File: src/rtl/reg_file_2r1w.sv
// Two-read / one-write register file feeding the ALU operands. Writes sit in a
// one-entry pending register for a cycle before commit; reads forward around it.
module reg_file_2r1w #(
  parameter int DATA_W = 32,
  parameter int ADDR_W = 5
) (
  input  logic              clk,
  input  logic              rst,
  input  logic [ADDR_W-1:0] Rd_Addr_1,
  input  logic [ADDR_W-1:0] Rd_Addr_2,
  output logic [DATA_W-1:0] Rd_Data_1,
  output logic [DATA_W-1:0] Rd_Data_2,
  input  logic              Wr_En,
  input  logic [ADDR_W-1:0] Wr_Addr,
  input  logic [DATA_W-1:0] Wr_Data,
  output logic              Pend_Valid
);

  localparam int DEPTH = 1 << ADDR_W;

  logic [DATA_W-1:0] r_regs [DEPTH];
  logic              r_p_valid;
  logic [ADDR_W-1:0] r_p_addr;
  logic [DATA_W-1:0] r_p_data;

  logic [ADDR_W-1:0] w_rd_addr [2];
  logic [DATA_W-1:0] w_rd_data [2];

  // Old pending write commits on the same edge a new one is captured, so two
  // back-to-back writes to one address land in the array in issue order.
  always_ff @(posedge clk) begin
    if (rst) begin
      for (int i = 0; i < DEPTH; i++) begin
        r_regs[i] <= '0;
      end
      r_p_valid <= 1'b0;
      r_p_addr  <= '0;
      r_p_data  <= '0;
    end else begin
      if (r_p_valid) begin
        r_regs[r_p_addr] <= r_p_data;
      end
      r_p_valid <= Wr_En && (Wr_Addr != '0);
      r_p_addr  <= Wr_Addr;
      r_p_data  <= Wr_Data;
    end
  end

  assign w_rd_addr[0] = Rd_Addr_1;
  assign w_rd_addr[1] = Rd_Addr_2;

  generate
    for (genvar gi = 0; gi < 2; gi++) begin : g_rd_port
      // Newest source wins: live write, then pending, then array.
      always_comb begin
        w_rd_data[gi] = r_regs[w_rd_addr[gi]];
        if (w_rd_addr[gi] == '0) begin
          w_rd_data[gi] = '0;
        end else if (Wr_En && (Wr_Addr == w_rd_addr[gi])) begin
          w_rd_data[gi] = Wr_Data;
        end else if (r_p_valid && (r_p_addr == w_rd_addr[gi])) begin
          w_rd_data[gi] = r_p_data;
        end
      end
    end
  endgenerate

  assign Rd_Data_1  = w_rd_data[0];
  assign Rd_Data_2  = w_rd_data[1];
  assign Pend_Valid = r_p_valid;

endmodule

File: config.mk
export PLATFORM = sky130hd
export DESIGN_NAME = reg_file_2r1w
export DESIGN_NICKNAME = d
export VERILOG_FILES = /design/src/rtl/reg_file_2r1w.sv
export SDC_FILE = /design/constraint.sdc
export NUM_CORES = 2
export LEC_CHECK = 0
export CELL_PAD_IN_SITES_DETAIL_PLACEMENT = 0
export CELL_PAD_IN_SITES_GLOBAL_PLACEMENT = 1
export CORE_ASPECT_RATIO = 0.9
export CORE_UTILIZATION = 52
export DETAILED_ROUTE_END_ITERATION = 8
export PLACE_DENSITY = 0.86
export REMOVE_ABC_BUFFERS = 1
export SETUP_SLACK_MARGIN = 0.02
export SYNTH_ARGS = -nofsm -noshare
export SYNTH_HDL_FRONTEND = slang
export SYNTH_SLANG_ARGS = --single-unit
File: constraint.sdc
create_clock -name clk -period 3.9 [get_ports clk]
set_clock_uncertainty 0.2 [all_clocks]
set_input_delay 0.78 -clock clk [delete_from_list [all_inputs] [get_ports clk]]
set_output_delay 0.78 -clock clk [all_outputs]
set_load 0.02 [all_outputs]
* Yosys cells after proc, flatten, opt, wreduce, memory -nomap -nowiden
Memories as Yosys holds them, arrays and structs flattened.
Cells that the tools add are included.
W data, S select, Z words.
** Word-level totals
- Bits in registers :: 38
- Bits in latches :: 0
- RAM bits :: 1024
- Memory bits (read-only) :: 0
- Bits of input ports :: 50
- Memories :: 1
** Memories
- r_regs :: depth 32, bits a word 32, read ports 2, clocked after memory_dff 0, wr ports 32, line 21 : logic [DATA_W-1:0] r_regs [DEPTH];
** Operators by class
- Add/subtract/negate cells :: 0
- $mul :: 0
- Div/mod/pow operators :: 0
- Magnitude comparators :: 0
- Equal/unequal tests :: 4
- Shifts and indexed selects :: 0
- Mux-type cells :: 14
- Bitwise logic cells :: 0
- Reductions and logical operators :: 9
** Operators by type and width (number)
- $mux W32 :: 7
- $reduce_or A32 Y1 :: 1
- $eq A5 B5 Y1 :: 4
- $logic_not A5 Y1 :: 2
- $mux W1 :: 6
- $logic_and A1 B1 Y1 :: 5
- $mux W5 :: 1
- $reduce_bool A5 Y1 :: 1

* Longest topological paths before layout
- Depth after elaboration :: 5
- Gate-level depth with buffers :: 10
- Gate-level depth less buffers :: 5

* Worst setup path after synthesis
OpenSTA, ideal clock, no wires.
- Kind :: input port to output port
- Start :: input Rd_Addr_1[2]
- End :: output Rd_Data_1[29]
- Arrival :: 2.773 ns
- Data required time :: 2.920 ns
- Setup slack :: 0.147 ns
- Cell stages on the path :: 8
- Buffers on the path :: 3
- Cells stage by stage :: buf_2 -> buf_2 -> clkbuf_1 -> mux4_2 -> a22o_1 -> a2111oi_0 -> nor4_1 -> a221o_1
** On the way
- Cells in the longest elaborated chain, start to end :: 5
- Elaborated cells on any way between the ends :: 9
- Those cells by class :: eq/ne (2); mux (3); reduce/logical (3); memory (1)
** RTL lines
- start: declaration :: line 9 : input logic [ADDR_W-1:0] Rd_Addr_1,
- branches (longest 4 deep; another with $mem_v2 Z32 W32)
- $mux W32 * :: line 57 : if (w_rd_addr[gi] == '0) begin
- end: declaration :: line 11 : output logic [DATA_W-1:0] Rd_Data_1,
Every way passes the cells marked *.

* Worst setup path after layout
- Start :: input Rd_Addr_1[0]
- End :: output Rd_Data_1[6]
Same word-level chain as after synthesis.

==> flow_summary.json <==
{
  "post_dp_cell_area_um2": 62800,
  "placed_cells": 5480,
  "path_clk_slew_ps": 60,
  "number_of_synthesized_flops_with_an_enable_pin": 1024,
  "total_power_after_layout_w": 0.0275,
  "fp.dieW_um": 350,
  "instances_no_fill": 5804,
  "cp_max_fo": 6,
  "number_of_port_buffers": 114,
  "timing_max_transition_violations_final": 0,
  "pwr_per_cell_area_nw_per_um2": 390,
  "timing.critical_path.cells": "buf_16, buf_12, buf_12, buf_8, buf_6, mux4_2, a22o_4, a2111oi_4, buf_4, nor4_4, a221o_1, buf_6",
  "syn_area_per_cell_um2": 14.6,
  "routed-via-count": 39767,
  "slew_headroom_pct": 40.8,
  "detail-route-antenna-nets": 0,
  "vias_per_cell": 6.85,
  "most_common_cell_after_layout_fill_and_taps_aside": "sky130_fd_sc_hd__and2_1",
  "layout-drive-gt1-share_pct": 36.7,
  "grt_overflow_total": 0,
  "timing.final.crit_share_pct": 103,
  "finish.net_count": 4307,
  "numCtsBuffers": 112,
  "violations": "setup timing",
  "critPathLaunchType": "input port",
  "clock-sinks": 1062,
  "setup_slack_ps": -134,
  "detailedRoute.firstPassIterationCount": 7,
  "synthArstFlopShare_pct": 0,
  "max-cap-violations": 0,
  "max_freq_mhz": 248,
  "maximum_number_of_pins_on_one_net_before_global_route_repair": 47,
  "n_fill_cell": 7192,
  "number_of_antenna_violations_at_the_first_check_in_global_routing": 3,
  "slowest_delay_ps": 500,
  "cts_buffer_depth": 3,
  "rsz0062_at_grt": "yes",
  "synth_top_cell_area_share_pct": 54.2,
  "mostFrequentLayoutCells": "sky130_fd_sc_hd__and2_1 (1,026), sky130_fd_sc_hd__edfxtp_1 (1,024), sky130_fd_sc_hd__mux4_2 (388)",
  "synth.yosys.seq_area_share_pct": 55.5,
  "drt_drc_violations_left": 0,
  "min-delay-path-class": "input port to flip-flop",
  "gp_congestion": 0.910,
  "yosys.cell_types.count": 49,
  "wl_per_cell_um": 33.5,
  "outcome": "finished with violations",
  "worst-slew-pin-transition_ps": 886,
  "worst_skew_pair.late_latency_ps": 710,
  "path_class": "input port to primary output",
  "post-route-util_pct": 65.4,
  "cts.root.buffer_cell": "sky130_fd_sc_hd__clkbuf_16",
  "synth-main-ff-cell": "sky130_fd_sc_hd__edfxtp_1",
  "slowest_cp_cell": "sky130_fd_sc_hd__mux4_2",
  "cells_on_worst_reg2reg_path": 5,
  "max-vdd-ir-drop_mv": 0.332,
  "starting_density_pct": 52.6,
  "yosysWarningCount": 0,
  "area_growth_pct": 24.2,
  "synth_area_leaders": "sky130_fd_sc_hd__edfxtp_1 (54%), sky130_fd_sc_hd__mux4_2 (15%), sky130_fd_sc_hd__and2_1 (11%)",
  "leakagePower_nw": 26.9,
  "via_count_of_the_first_global_routing_pass": 39064,
  "critPathArrivalTime_ps": 3050,
  "floorplan.die_area_um2": 110000,
  "grt_pass1_wl_mm": 274,
  "final-hold-violation-count": 0,
  "whs_path_depth": 2,
  "std_cell_rows": 114,
  "cts_max_level": 3,
  "synthDominantAreaCellType": "sky130_fd_sc_hd__edfxtp_1",
  "ys_seq_elements": 1062,
  "period_minus_slack_ps": 4030,
  "design_area_um2": 70500,
  "synthesis.area_um2": 56700,
  "io_pins": 115,
  "cp_data_required_time_ps": 2920,
  "wirelength_mm": 195,
  "global_route.usage.total_pct": 34.9,
  "synthesis.instances": 3881,
  "crit_path_end_kind": "primary output",
  "dp_hpwl_mm": 120,
  "dp_slack_ps": -891,
  "cts_tree": "yes",
  "timing.final.setup_violations": 28,
  "coreArea_um2": 108000,
  "die_h_um": 315,
  "detail_route.iter0.violations": 5758
}
cells by family after synthesis:
kind of cell / share of synthesized area (%)
AND/OR/NAND/NOR: 13.7
buffers and inverters: 3.33
flip-flops: 55.5
multiplexers: 21.1
XOR/XNOR: 0.309
AO/OA/AOI/OAI: 5.97
where the power goes:
part / switching, W / internal, W
clock: 0.00460 / 0.00607
combinational: 0.00212 / 0.00174
sequential: 0.000189 / 0.0128
layout make-up:
class                      count  area, µm²  share of cell area, %
antenna                        2       5.00                0.00710
clock buffer                 150       3020                   4.28
clock inverter                59        563                  0.799
inverter                       2       7.51                 0.0107
multi-input combinational   2383      25600                   36.3
sequential                  1062      31500                   44.7
tap                         1450       1810                   2.57
timing repair buffer         696       7950                   11.3
layer usage:
metal  track usage (%)  share of wire [%]  wire, µm
met3              11.6                 15     28900
met4              17.0                4.8      9300
met1              45.2                 35     68500
met5                 0             0.0087        17
met2              52.9                 45     87800
cells in the mapped netlist (all sizes together), types with 4 or more instances:
master   instances
a2111oi         33
a211oi          44
a221o           64
a221oi          55
a22o            63
and2          1027
buf            111
clkbuf         323
dfxtp           38
edfxtp        1024
mux2            93
mux2i          221
mux4           388
nand2           40
nand3            4
nand3b           6
nor2            41
nor2b           42
nor3b            4
nor4            59
o211a           30
o221ai          62
o22ai           34
or2             32
or3b             4
xnor2            8
xor2            12
what timing repair did:
action | in CTS | in global routing
cloned | 28 | 2
pin swaps | 65 | 65
endpoints found under the setup margin | 64 | 63
buffers inserted | 60 | 33
hold buffers | 0 | 0
gates resized for setup | 682 | 134
sequential cells by signal, summed over array words and instances (netlist names):
signal      cells
r_regs       1024
r_p_addr        5
Pend_Valid      1
r_p_data       32
stage by stage:
step | hold slack, ps | TNS [ps]
after floorplan | 626 | -71440
after global placement | 538 | -38160
after detailed placement | 540 | -38730
after CTS | 357 | -1590
after global routing | 288 | -3260
final | 272 | -2240
worst paths after layout:
check                from       endpoint  slack (ps)
max          Rd_Addr_1[0]   Rd_Data_1[6]        -130
min            Wr_Addr[1]    r_p_addr[1]         270
max reg2reg    Pend_Valid  r_regs[0][15]        1210
min reg2reg  r_p_data[23]  r_regs[4][23]         560
critical path, delay by kind of cell:
family | cells | cell delay [ps]
compound gates | 3 | 750
buf+inv | 7 | 960
mux | 1 | 500
simple gates | 1 | 50
Note: power is estimated with default switching activity, not from simulation.
